File: src/rtl/alu_iter.sv
// alu_iter: handshaked ALU with single-cycle arithmetic/logic/shift ops and optional iterative MUL/DIV.
// Define ALU_MULDIV_EN to build the iterative multiply/divide datapath and its RUN state.
module alu_iter #(
    parameter int WIDTH = 16,
    parameter int SHW   = $clog2(WIDTH)
) (
    input  logic             clk,
    input  logic             rst,
    input  logic             start,
    input  logic [3:0]       opcode,
    input  logic [WIDTH-1:0] src1,
    input  logic [WIDTH-1:0] src2,
    input  logic             flag_en,
    output logic             busy,
    output logic             done,
    output logic [WIDTH-1:0] result,
    output logic [WIDTH-1:0] result_hi,
    output logic [3:0]       flags
);
    localparam logic [3:0] OP_ADD = 4'h0, OP_SUB = 4'h1, OP_ADC = 4'h2, OP_SBC = 4'h3;
    localparam logic [3:0] OP_SHL = 4'h4, OP_SHR = 4'h5, OP_ASR = 4'h6;
    localparam logic [3:0] OP_AND = 4'h8, OP_OR = 4'h9, OP_XOR = 4'hA, OP_NOT = 4'hB;

    typedef enum logic [1:0] {IDLE, RUN, DONE} state_t;

    state_t           state_q, state_d;
    logic [WIDTH-1:0] result_q, result_d, result_hi_q, result_hi_d;
    logic [3:0]       flags_q, flags_d;
    logic             accept, iter;
    logic [WIDTH:0]   sum, dif, shl_w, shr_w, asr_w;
    logic [WIDTH-1:0] sc_res;
    logic             sc_c, sc_o, cin;

    assign accept    = start && !busy;
    assign done      = (state_q == DONE);
    assign result    = result_q;
    assign result_hi = result_hi_q;
    assign flags     = flags_q;

    // Shifts run one bit wider so the last bit shifted out lands in the spare bit.
    always_comb begin
        cin    = flags_q[2];
        sum    = {1'b0, src1} + {1'b0, src2} + (WIDTH+1)'(cin && opcode == OP_ADC);
        dif    = {1'b0, src1} - {1'b0, src2} - (WIDTH+1)'(cin && opcode == OP_SBC);
        shl_w  = {1'b0, src1} << src2[SHW-1:0];
        shr_w  = {src1, 1'b0} >> src2[SHW-1:0];
        asr_w  = $signed({src1, 1'b0}) >>> src2[SHW-1:0];
        sc_res = '0;
        sc_c   = 1'b0;
        sc_o   = 1'b0;
        case (opcode)
            OP_ADD, OP_ADC: begin
                sc_res = sum[WIDTH-1:0];
                sc_c   = sum[WIDTH];
                sc_o   = (src1[WIDTH-1] == src2[WIDTH-1]) && (sum[WIDTH-1] != src1[WIDTH-1]);
            end
            OP_SUB, OP_SBC: begin
                sc_res = dif[WIDTH-1:0];
                sc_c   = dif[WIDTH];
                sc_o   = (src1[WIDTH-1] != src2[WIDTH-1]) && (dif[WIDTH-1] != src1[WIDTH-1]);
            end
            OP_SHL: begin
                sc_res = shl_w[WIDTH-1:0];
                sc_c   = shl_w[WIDTH];
            end
            OP_SHR: begin
                sc_res = shr_w[WIDTH:1];
                sc_c   = shr_w[0];
            end
            OP_ASR: begin
                sc_res = asr_w[WIDTH:1];
                sc_c   = asr_w[0];
            end
            OP_AND:  sc_res = src1 & src2;
            OP_OR:   sc_res = src1 | src2;
            OP_XOR:  sc_res = src1 ^ src2;
            OP_NOT:  sc_res = ~src2;
            default: sc_res = '0;
        endcase
    end

`ifdef ALU_MULDIV_EN
    localparam logic [3:0]   OP_MUL   = 4'h7, OP_DIV = 4'hC;
    localparam logic [SHW:0] CNT_INIT = (SHW+1)'(WIDTH);

    logic [SHW:0]     cnt_q, cnt_d;
    logic [WIDTH-1:0] acc_q, acc_d, lo_q, lo_d, opb_q, opb_d;
    logic             div_q, div_d, fen_q, fen_d;
    logic [WIDTH:0]   mul_s, div_t, div_r;
    logic             div_ge;
    logic [WIDTH-1:0] it_acc, it_lo;

    assign iter = (opcode == OP_MUL) || (opcode == OP_DIV);
    assign busy = (state_q == RUN);

    // acc holds the product high half / partial remainder; lo holds the multiplier / quotient.
    always_comb begin
        mul_s  = {1'b0, acc_q} + (lo_q[0] ? {1'b0, opb_q} : '0);
        div_t  = {acc_q, lo_q[WIDTH-1]};
        div_ge = div_t >= {1'b0, opb_q};
        div_r  = div_t - {1'b0, opb_q};
        it_acc = div_q ? (div_ge ? div_r[WIDTH-1:0] : div_t[WIDTH-1:0]) : mul_s[WIDTH:1];
        it_lo  = div_q ? {lo_q[WIDTH-2:0], div_ge} : {mul_s[0], lo_q[WIDTH-1:1]};
    end
`else
    assign iter = 1'b0;
    assign busy = 1'b0;
`endif

    always_comb begin
        state_d     = (state_q == DONE) ? IDLE : state_q;
        result_d    = result_q;
        result_hi_d = result_hi_q;
        flags_d     = flags_q;
        if (accept) begin
            state_d = iter ? RUN : DONE;
            if (!iter) begin
                result_d    = sc_res;
                result_hi_d = '0;
                if (flag_en) flags_d = {sc_o, sc_c, sc_res[WIDTH-1], ~|sc_res};
            end
        end
`ifdef ALU_MULDIV_EN
        cnt_d = cnt_q;
        acc_d = acc_q;
        lo_d  = lo_q;
        opb_d = opb_q;
        div_d = div_q;
        fen_d = fen_q;
        if (accept && iter) begin
            cnt_d = CNT_INIT;
            acc_d = '0;
            lo_d  = src1;
            opb_d = src2;
            div_d = (opcode == OP_DIV);
            fen_d = flag_en;
        end
        if (state_q == RUN) begin
            cnt_d = cnt_q - 1'b1;
            acc_d = it_acc;
            lo_d  = it_lo;
            if (cnt_q == 1) begin
                state_d     = DONE;
                result_d    = it_lo;
                result_hi_d = it_acc;
                if (fen_q) flags_d = {div_q ? ~|opb_q : |it_acc, !div_q && |it_acc, it_lo[WIDTH-1], ~|it_lo};
            end
        end
`endif
    end

    always_ff @(posedge clk) begin
        if (rst) begin
            state_q     <= IDLE;
            result_q    <= '0;
            result_hi_q <= '0;
            flags_q     <= '0;
        end else begin
            state_q     <= state_d;
            result_q    <= result_d;
            result_hi_q <= result_hi_d;
            flags_q     <= flags_d;
        end
    end

`ifdef ALU_MULDIV_EN
    always_ff @(posedge clk) begin
        if (rst) begin
            cnt_q <= '0;
            acc_q <= '0;
            lo_q  <= '0;
            opb_q <= '0;
            div_q <= 1'b0;
            fen_q <= 1'b0;
        end else begin
            cnt_q <= cnt_d;
            acc_q <= acc_d;
            lo_q  <= lo_d;
            opb_q <= opb_d;
            div_q <= div_d;
            fen_q <= fen_d;
        end
    end
`endif
endmodule

File: config.mk
export PLATFORM = sky130hd
export DESIGN_NAME = alu_iter
export DESIGN_NICKNAME = d
export VERILOG_FILES = /design/src/rtl/alu_iter.sv
export SDC_FILE = /design/constraint.sdc
export NUM_CORES = 1
export LEC_CHECK = 0
export ABC_AREA = 1
export BUFFER_PORTS_ARGS = -buffer_cell sky130_fd_sc_hd__buf_2
export CORE_AREA = 2 2 101 103
export CTS_CLUSTER_DIAMETER = 80
export CTS_CLUSTER_SIZE = 14
export DETAILED_ROUTE_END_ITERATION = 12
export DIE_AREA = 0 0 103 105
export PLACE_DENSITY = 0.9
export SETUP_SLACK_MARGIN = 0.2
export SLEW_MARGIN = 25
export SYNTH_ARGS = -nofsm -noshare
export SYNTH_HDL_FRONTEND = slang
export SYNTH_SLANG_ARGS = --single-unit
export TNS_END_PERCENT = 100
File: constraint.sdc
create_clock -name clk -period 9.35 [get_ports clk]
set_clock_uncertainty 0.05 [all_clocks]
set_input_delay 1.87 -clock clk [delete_from_list [all_inputs] [get_ports clk]]
set_output_delay 1.87 -clock clk [all_outputs]
set_load 0.01 [all_outputs]
* After elaboration in Yosys (flattened, before gate mapping)
Index checks and enable logic that the tools add are counted.
** Operators by class
- Add/subtract/negate cells :: 4
- Equality and inequality tests :: 14
- Shift-type cells :: 3
- Multiplexer cells :: 5
- Bitwise gates (word level) :: 4
- Reduce and logical (&&, ||, !) cells :: 11
** Operators with widths (number)
- case mux 16 bit (9 select lines) :: 1
- adder 16 x 16 -> 17 bit :: 1
- adder 17 x 1 -> 17 bit :: 1
- << shifter 16 x 4 -> 17 bit :: 1
- right shift 17 x 4 -> 17 bit :: 1
- >>> shifter 17 x 4 -> 17 bit :: 1
- subtractor 16 x 16 -> 17 bit :: 1
- subtractor 17 x 1 -> 17 bit :: 1
- AND 16 bit :: 1
- equality test 4 bit (second input constant) :: 4
- NOT 16 bit :: 1
- bitwise OR 16 bit :: 1
- OR reduction 16 bit :: 1
- XOR 16 bit :: 1
- equality test 4 x 3 -> 1 bit (second input constant) :: 3
- equality test 4 x 2 -> 1 bit (second input constant) :: 2
- case mux 1 bit (5 select lines) :: 1
- equality test 4 x 1 -> 1 bit (second input constant) :: 1
- logical AND 1 bit :: 4
- zero test 4 bit :: 1
- two-way mux 2 bit :: 2
- OR reduction 2 bit :: 2
- != test 1 bit :: 3
- case mux 1 bit (2 select lines) :: 1
- other kinds (4) :: 4
** Word-level totals
- Register bits after elaboration :: 21
- Input port bits :: 40
- Output and inout bits :: 38
- Logic and storage cells :: 44

* Longest topological paths before layout
Gate-level depths: netlist of the first run.
- Word-level depth :: 6
- Depth in mapped cells :: 21
- Mapped depth without buffers :: 21

* Least setup slack after synthesis of the first run
No wires, ideal clock.
- Kind :: input-to-reg
- Start :: input port src2[0]
- End :: register flags_q[0], in the netlist flags[0]
- Setup time :: 71 ps
- Arrival time :: 4115 ps
- Required time :: 9229 ps
- Setup slack :: 5114 ps
- Stages :: 18
- Buffers on the path :: 2
- Path through :: buf_6 -> inv_4 -> buf_6 -> fa_1 -> fa_1 -> nor2_1 -> o21ai_0 -> nand2_1 -> nand2_1 -> nand2_1 -> nand2_1 -> o21ai_0 -> nor2_1 -> nor2_1 -> nand2_1 -> nor2_1 -> nand4_1 -> a21oi_1
** On the way
- Cells in the longest elaborated chain, start to end :: 5
- Elaborated cells between the ends (all ways) :: 14
- Those cells by class :: 4 x add/sub; 3 x shift; 1 x mux; 4 x bitwise; 2 x reduce/logical
** RTL lines
- start, declared :: line 12 : input logic [WIDTH-1:0] src2,
- subtractor 16 x 16 -> 17 bit / adder 16 x 16 -> 17 bit (equally long branches) :: line 44, 43
- subtractor 17 x 1 -> 17 bit / adder 17 x 1 -> 17 bit (equally long branches) :: line 44, 43
- case mux 16 bit (9 select lines) * :: line 51 : case (opcode)
- OR reduction 16 bit * :: line 120 : if (flag_en) flags_d = {sc_o, sc_c, sc_res[WIDTH-1], ~|sc_res};
- zero test 1 bit * :: line 120
- end signal, assigned :: line 162 : flags_q <= flags_d;
- end, declared :: line 28 : logic [3:0] flags_q, flags_d;
Every way passes the cells marked *; elsewhere a longest branch is shown, timed or not.
A chain may end at the register's enable or synchronous reset.

* Final worst setup path of the first run
- Start :: input port src2[2]
- End :: register flags_q[0], in the netlist flags[0]
Same word-level chain as after synthesis.

==> flow_summary.toml, run 1 <==
[clocking]
cts_tree = "done"
postCtsResizedCells = 0
clock_tree.root_cell = "clkbuf_8"
cts.hold.buffers_added = 0
cts_max_path_buffers = 2
cts-buffers-inserted = 3
cts_num_sinks = 21
number_of_h_tree_levels = 1
post-cts-setup-buffers = 0
insertion_delay_ns = 0.26
clkSlewWorstSetupHoldPaths_ns = 0.07

[synth]
yosysMostFrequentCell = "nand2_1"
yosys_warnings = 0
postSynth.asyncResetShare_pct = 0
synth-seq-cells = 21
synth_seq_area_share_pct = 7.34
syn_avg_cell_area_um2 = 5.21
postSynthCellCount = 1099
ys_top_cells_by_area = "nand2_1, ha_1, nand3_1"
syn-cell-area_mm2 = 0.00573
post-synth-top-area-fraction_pct = 25.0
synth_edf_count = 0
most_numerous_cell_types_in_the_synthesized_netlist = "nand2_1, nand3_1, inv_1"
synth_cell_type_count = 39
ys.flop_type = "dfxtp_1"
synth_largest_area_cell = "nand2_1"

[detailed_routing]
wl_per_cell_um = 16.1
finalWirelength_um = 20400
ant_nets = 0
drt_iter0_drc = 576
vias_per_cell = 5.75
drt_first_pass_iters = 6
route.vias.total = 7280
drcViolationCount = 0

[grt]
global_route_wire_length_before_repair_um = 32400
grt_antenna_before_repair = 0
grt_pass1_vias = 6658
gr-usage-all-layers_pct = 38.2
grt_start_max_net_pins = 39
gr-total-overflow = 0

[run_status]
status = "finished, final reports clean"

[placed_design]
gpl.final_weighted_congestion = 1.04
port_buffers = 60
detailed_place_hpwl_um = 16800
dpl.cell_count = 1261

[die]
dieHeight_um = 105
design.portCount = 78
initial_core_util_pct = 59.4
die_w_um = 103
std_cell_rows = 36
core-area_mm2 = 0.00964
die-area_mm2 = 0.0108

[finish]
final_net_count = 1240
post_layout_nonfiller_instances = 1265
filler_instances = 1050
flow.area_growth_from_synthesis_pct = 4.98
diodes = 0
post_route_cells_drive_above_1_share_pct = 7.07

[sta]
worst_pin_slew_ns = 0.923
setup_viol = 0
final_slew_viol_count = 0
final.period_utilization_pct = 59.4
timing.final.crit_period_ns = 5.55
fin_tns_setup_ns = 0
grt_setup_unrepaired = "false"
timing.fmax_mhz = 180
hold_viol = 0
slew_headroom_pct = 38.1
fin_hold_ws_ns = 0.435

[worst_setup_path]
cp_max_fo = 36
timing.rr.start = "flags[2]$_SDFFE_PP0P_"
crit_path_start_kind = "input port"
rr_endpoint = "flags[0]$_SDFFE_PP0P_"
reg2reg_depth = 16
worstPathArrival_ns = 5.70
startpoint = "src2[2]"
worstPathRequired_ns = 9.50
r2r_setup_slack_ns = 6.23
setup.worst_path.end_class = "flop"
criticalPathCategory = "input port to flop"
critPathCapture = "flags[0]$_SDFFE_PP0P_"

[pwr]
power_density_mw_per_mm2 = 81.0
static-leakage-power_nw = 3.51
ir_drop_v = 0.0000506
fin_total_pwr_w = 0.000487

[worst_hold_path]
hp-class = "flop to flop"

[job]
max_cap_viol_count = 0
## worst max-delay path, stage by stage
cell,delay (ns)
buf_2,0.50
clkinv_1,0.94
ha_1,0.86
inv_1,0.21
nand2_1,0.11
nand3_1,0.10
nand2_1,0.13
nand2_1,0.10
a21oi_1,0.15
nor2_1,0.06
nor2_1,0.18
nand3_1,0.14
nor2_1,0.11
nand4_1,0.09
a21oi_1,0.13
## power by group
group / internal [W] / total [W] / switching [W]
sequential: 0.0000960 / 0.0000994 / 0.00000347
combinational: 0.000103 / 0.000329 / 0.000226
clock: 0.0000304 / 0.0000591 / 0.0000287
## cell families after synthesis
group	Yosys count	synth area share, %
xor gates and xnor gates	1	0.153
DFF	21	7.34
and+or+nand+nor	702	51.6
other	1	0.0655
buffers and inverters	195	14.9
adders and majority gates	67	15.2
AOI/OAI and AO/OA	112	10.8
## placed cells by master (no fill, tap or decap), types with 2 or more instances in the layout
cell | synthesis | final
nor2_1 | 117 | 116
inv_1 | 141 | 141
fa_1 | 4 | 4
nor3_1 | 11 | 11
nand3b_1 | 8 | 8
or2_1 | 2 | 2
or2_2 | 3 | 3
ha_1 | 63 | 63
o21ai_0 | 36 | 36
clkinv_1 | 2 | 2
a31oi_1 | 3 | 3
a21oi_1 | 48 | 48
nor2_2 | 3 | 4
nor3_2 | 2 | 2
o31ai_1 | 2 | 2
o21ai_1 | 5 | 5
a21o_1 | 2 | 2
clkbuf_8 | 0 | 3
buf_2 | 12 | 60
nand3_1 | 154 | 154
nand4_1 | 16 | 16
nand2_1 | 382 | 382
o211ai_1 | 10 | 10
conb_1 | 1 | 17
inv_2 | 3 | 3
o22ai_1 | 3 | 3
dfxtp_1 | 21 | 21
## state kept, by name (all words and copies together), names as in the netlist
name and cells:
flags 4, state_q 1, result 16
## per-stage QoR
step	setup WS [ns]	util [%]	cell area, um2
floorplan	5.11	-	5790
global placement	3.76	61.9	5970
detailed placement	3.69	61.9	5970
CTS	3.96	62.4	6010
global route	3.40	62.4	6010
finish	3.80	62.4	6010
## final cells by class
cell class	count	area [um2]	area share, %
Tap cell	133	166	2.77
Sequential cell	21	420	6.99
Clock buffer	4	45.0	0.749
Inverter	147	554	9.22
Timing Repair Buffer	61	308	5.12
Multi-Input combinational cell	899	4520	75.2
## worst min path at each step
stage	startpoint	endpoint	cells past startpoint
after CTS	flags[3]$_SDFFE_PP0P_	flags[3]$_SDFFE_PP0P_	2
final	result[8]$_SDFFE_PP0P_	result[8]$_SDFFE_PP0P_	2
after detailed placement	result[8]$_SDFFE_PP0P_	result[8]$_SDFFE_PP0P_	2
after floorplan	flags[0]$_SDFFE_PP0P_	flags[0]$_SDFFE_PP0P_	2
after global routing	flags[0]$_SDFFE_PP0P_	flags[0]$_SDFFE_PP0P_	2
after global placement	flags[0]$_SDFFE_PP0P_	flags[0]$_SDFFE_PP0P_	2
## routing by layer
metal	wire length [um]	up-vias	global-route usage, %	part of all wire (%)
met5	0	-	0	0
met4	1070	0	18.2	5.3
met3	2000	79	6.62	9.8
met2	9060	399	59.8	44
met1	8250	3240	50.1	40
li1	-	3562	-	-
No activity file was read; power rests on OpenSTA's default activity.
==> run 2, diff against run 1 <==
==> constraint.sdc (replaced) <==
create_clock -name clk -period 5.55 [get_ports clk]
set_clock_uncertainty 0.05 [all_clocks]
set_input_delay 1.11 -clock clk [delete_from_list [all_inputs] [get_ports clk]]
set_output_delay 1.11 -clock clk [all_outputs]
set_load 0.01 [all_outputs]
==> flow_summary.toml, run 2 (synthesis results as in run 1) <==
[clocking]
number_of_h_tree_levels = 1
cts_tree = "done"
post-cts-setup-buffers = 0
clkSlewWorstSetupHoldPaths_ns = 0.08
cts_max_path_buffers = 2
cts.hold.buffers_added = 0
clock_tree.root_cell = "clkbuf_8"
insertion_delay_ns = 0.27
postCtsResizedCells = 0
cts-buffers-inserted = 3
cts_num_sinks = 21

[worst_setup_path]
timing.rr.start = "flags[2]$_SDFFE_PP0P_"
startpoint = "src2[3]"
timing.critical_path.cells = "buf_2, inv_1, ha_1, ha_1, inv_1, o21ai_0, nand2_1, nand2_1, nand2_1, nand2_1, a21oi_1, or2_2, nand3_1, nand4_1, nand2_1, a21oi_1"
worst_path_dominant_cell_family = "simple AND/OR/NAND/NOR gates"
critPathSlowestCell = "ha_1"
path_common_cell = "nand2_1"
r2r_setup_slack_ns = 2.48
crit_path_start_kind = "input port"
critical_path_buffer_and_inverter_count = 3
critPathCapture = "flags[2]$_SDFFE_PP0P_"
crit_cells = 16
reg2reg_depth = 16
cp_max_fo = 16
rr_endpoint = "flags[0]$_SDFFE_PP0P_"
worstPathArrival_ns = 4.11
worstPathRequired_ns = 5.66
setup.worst_path.end_class = "flop"
critical-path-max-stage-delay_ns = 0.48
criticalPathCategory = "input port to flop"

[placed_design]
detailed_place_hpwl_um = 16300
gpl.final_weighted_congestion = 1.09
port_buffers = 60
post_dp_cell_area_mm2 = 0.00597

[run_status]
status = "finished, final reports clean"

[worst_hold_path]
hp-class = "flop to flop"

[pwr]
static-leakage-power_nw = 3.52
power_density_mw_per_mm2 = 137
fin_total_pwr_w = 0.000825
ir_drop_v = 0.000119

[grt]
grt_pass1_vias = 6489
gr-total-overflow = 0
global_route_wire_length_before_repair_um = 31800
grt_start_max_net_pins = 39
grt_antenna_before_repair = 0
gr-usage-all-layers_pct = 36.9

[sta]
setup_viol = 0
hold_viol = 0
final.period_utilization_pct = 72.1
slew_headroom_pct = 28.6
final_slew_viol_count = 0
timing.final.crit_period_ns = 4.00
grt_setup_unrepaired = "false"
timing.fmax_mhz = 250
worst_pin_slew_ns = 1.07
fin_tns_setup_ns = 0
fin_hold_ws_ns = 0.438

[detailed_routing]
wl_met2_um = 8840
wl_met3_um = 2020
drt_iter0_drc = 901
drt-met1-wl_um = 8040
route.vias.total = 7248
wl_per_cell_um = 15.8
finalWirelength_um = 20000
topRoutingLayerUsed = "met4"
drcViolationCount = 0
ant_nets = 0
vias_per_cell = 5.73
drt_first_pass_iters = 6

[die]
design.portCount = 78
std_cell_rows = 36
die-area_mm2 = 0.0108
dieHeight_um = 105
core-area_mm2 = 0.00964
die_w_um = 103
initial_core_util_pct = 59.4

[finish]
final_net_count = 1241
mostFrequentLayoutCells = "nand2_1, nand3_1, inv_1"
finish.instance_area_mm2 = 0.00602
multi_input_comb_area_mm2 = 0.00452
regArea_um2 = 420
diodes = 0
final_common_cell = "nand2_1"
filler_instances = 988
post_route_cells_drive_above_1_share_pct = 7.15
max_ffs_per_register = 16
flow.area_growth_from_synthesis_pct = 5.09

[job]
max_cap_viol_count = 0
run 2: changes by cell type in the layout (fill, tap and decap cells not counted):
| cell | before | now |
|---|---|---|
| buf_4 | 1 | 2 |
| clkbuf_1 | 1 | 0 |
| clkinv_2 | 0 | 1 |
| nor2_1 | 116 | 117 |
| nor2_2 | 4 | 3 |
run 2: report_power, final:
group	internal (W)	switching, W	leakage [nW]	total [W]
clock network	0.0000502	0.0000518	0.0255	0.000102
registers	0.000162	0.00000561	0.173	0.000167
logic	0.000174	0.000382	3.32	0.000556
total	0.000386	0.000439	3.52	0.000825
run 2: metal layers:
layer  global-route usage, %  up-vias
met3                    5.15       89
met4                    16.7        0
li1                        -     3554
met1                    48.6     3192
met2                    58.7      413
met5                       0        -
run 2: per-stage QoR:
stage,std cells,util (%),worst slack [ns]
after floorplan,1115,-,2.07
after global placement,1262,62.0,1.46
after detailed placement,1262,62.0,1.40
after CTS,1266,62.5,1.67
after global routing,1266,62.5,1.25
final,1266,62.5,1.55
run 2: cell type report:
cell class	instances	area share [%]
multi-input combinational	899	75.0
inverter	147	9.21
sequential	21	6.98
timing repair buffer	62	5.24
tap	133	2.76
clock buffer	3	0.686
clock inverter	1	0.0831
run 2: worst min-delay path by stage:
stage	start	endpoint	slack, ns	depth (start not counted)
floorplan	flags[0]$_SDFFE_PP0P_	flags[0]$_SDFFE_PP0P_	0.44	2
global placement	flags[3]$_SDFFE_PP0P_	flags[3]$_SDFFE_PP0P_	0.40	2
detailed placement	flags[3]$_SDFFE_PP0P_	flags[3]$_SDFFE_PP0P_	0.41	2
CTS	flags[0]$_SDFFE_PP0P_	flags[0]$_SDFFE_PP0P_	0.44	2
global route	flags[0]$_SDFFE_PP0P_	flags[0]$_SDFFE_PP0P_	0.46	2
finish	flags[0]$_SDFFE_PP0P_	flags[0]$_SDFFE_PP0P_	0.44	2
run 2: tightest hold or removal path, cell delays in order, from the launching register on:
cell and delay [ns]:
dfxtp_1 0.31, nand2_1 0.07, a21oi_1 0.06
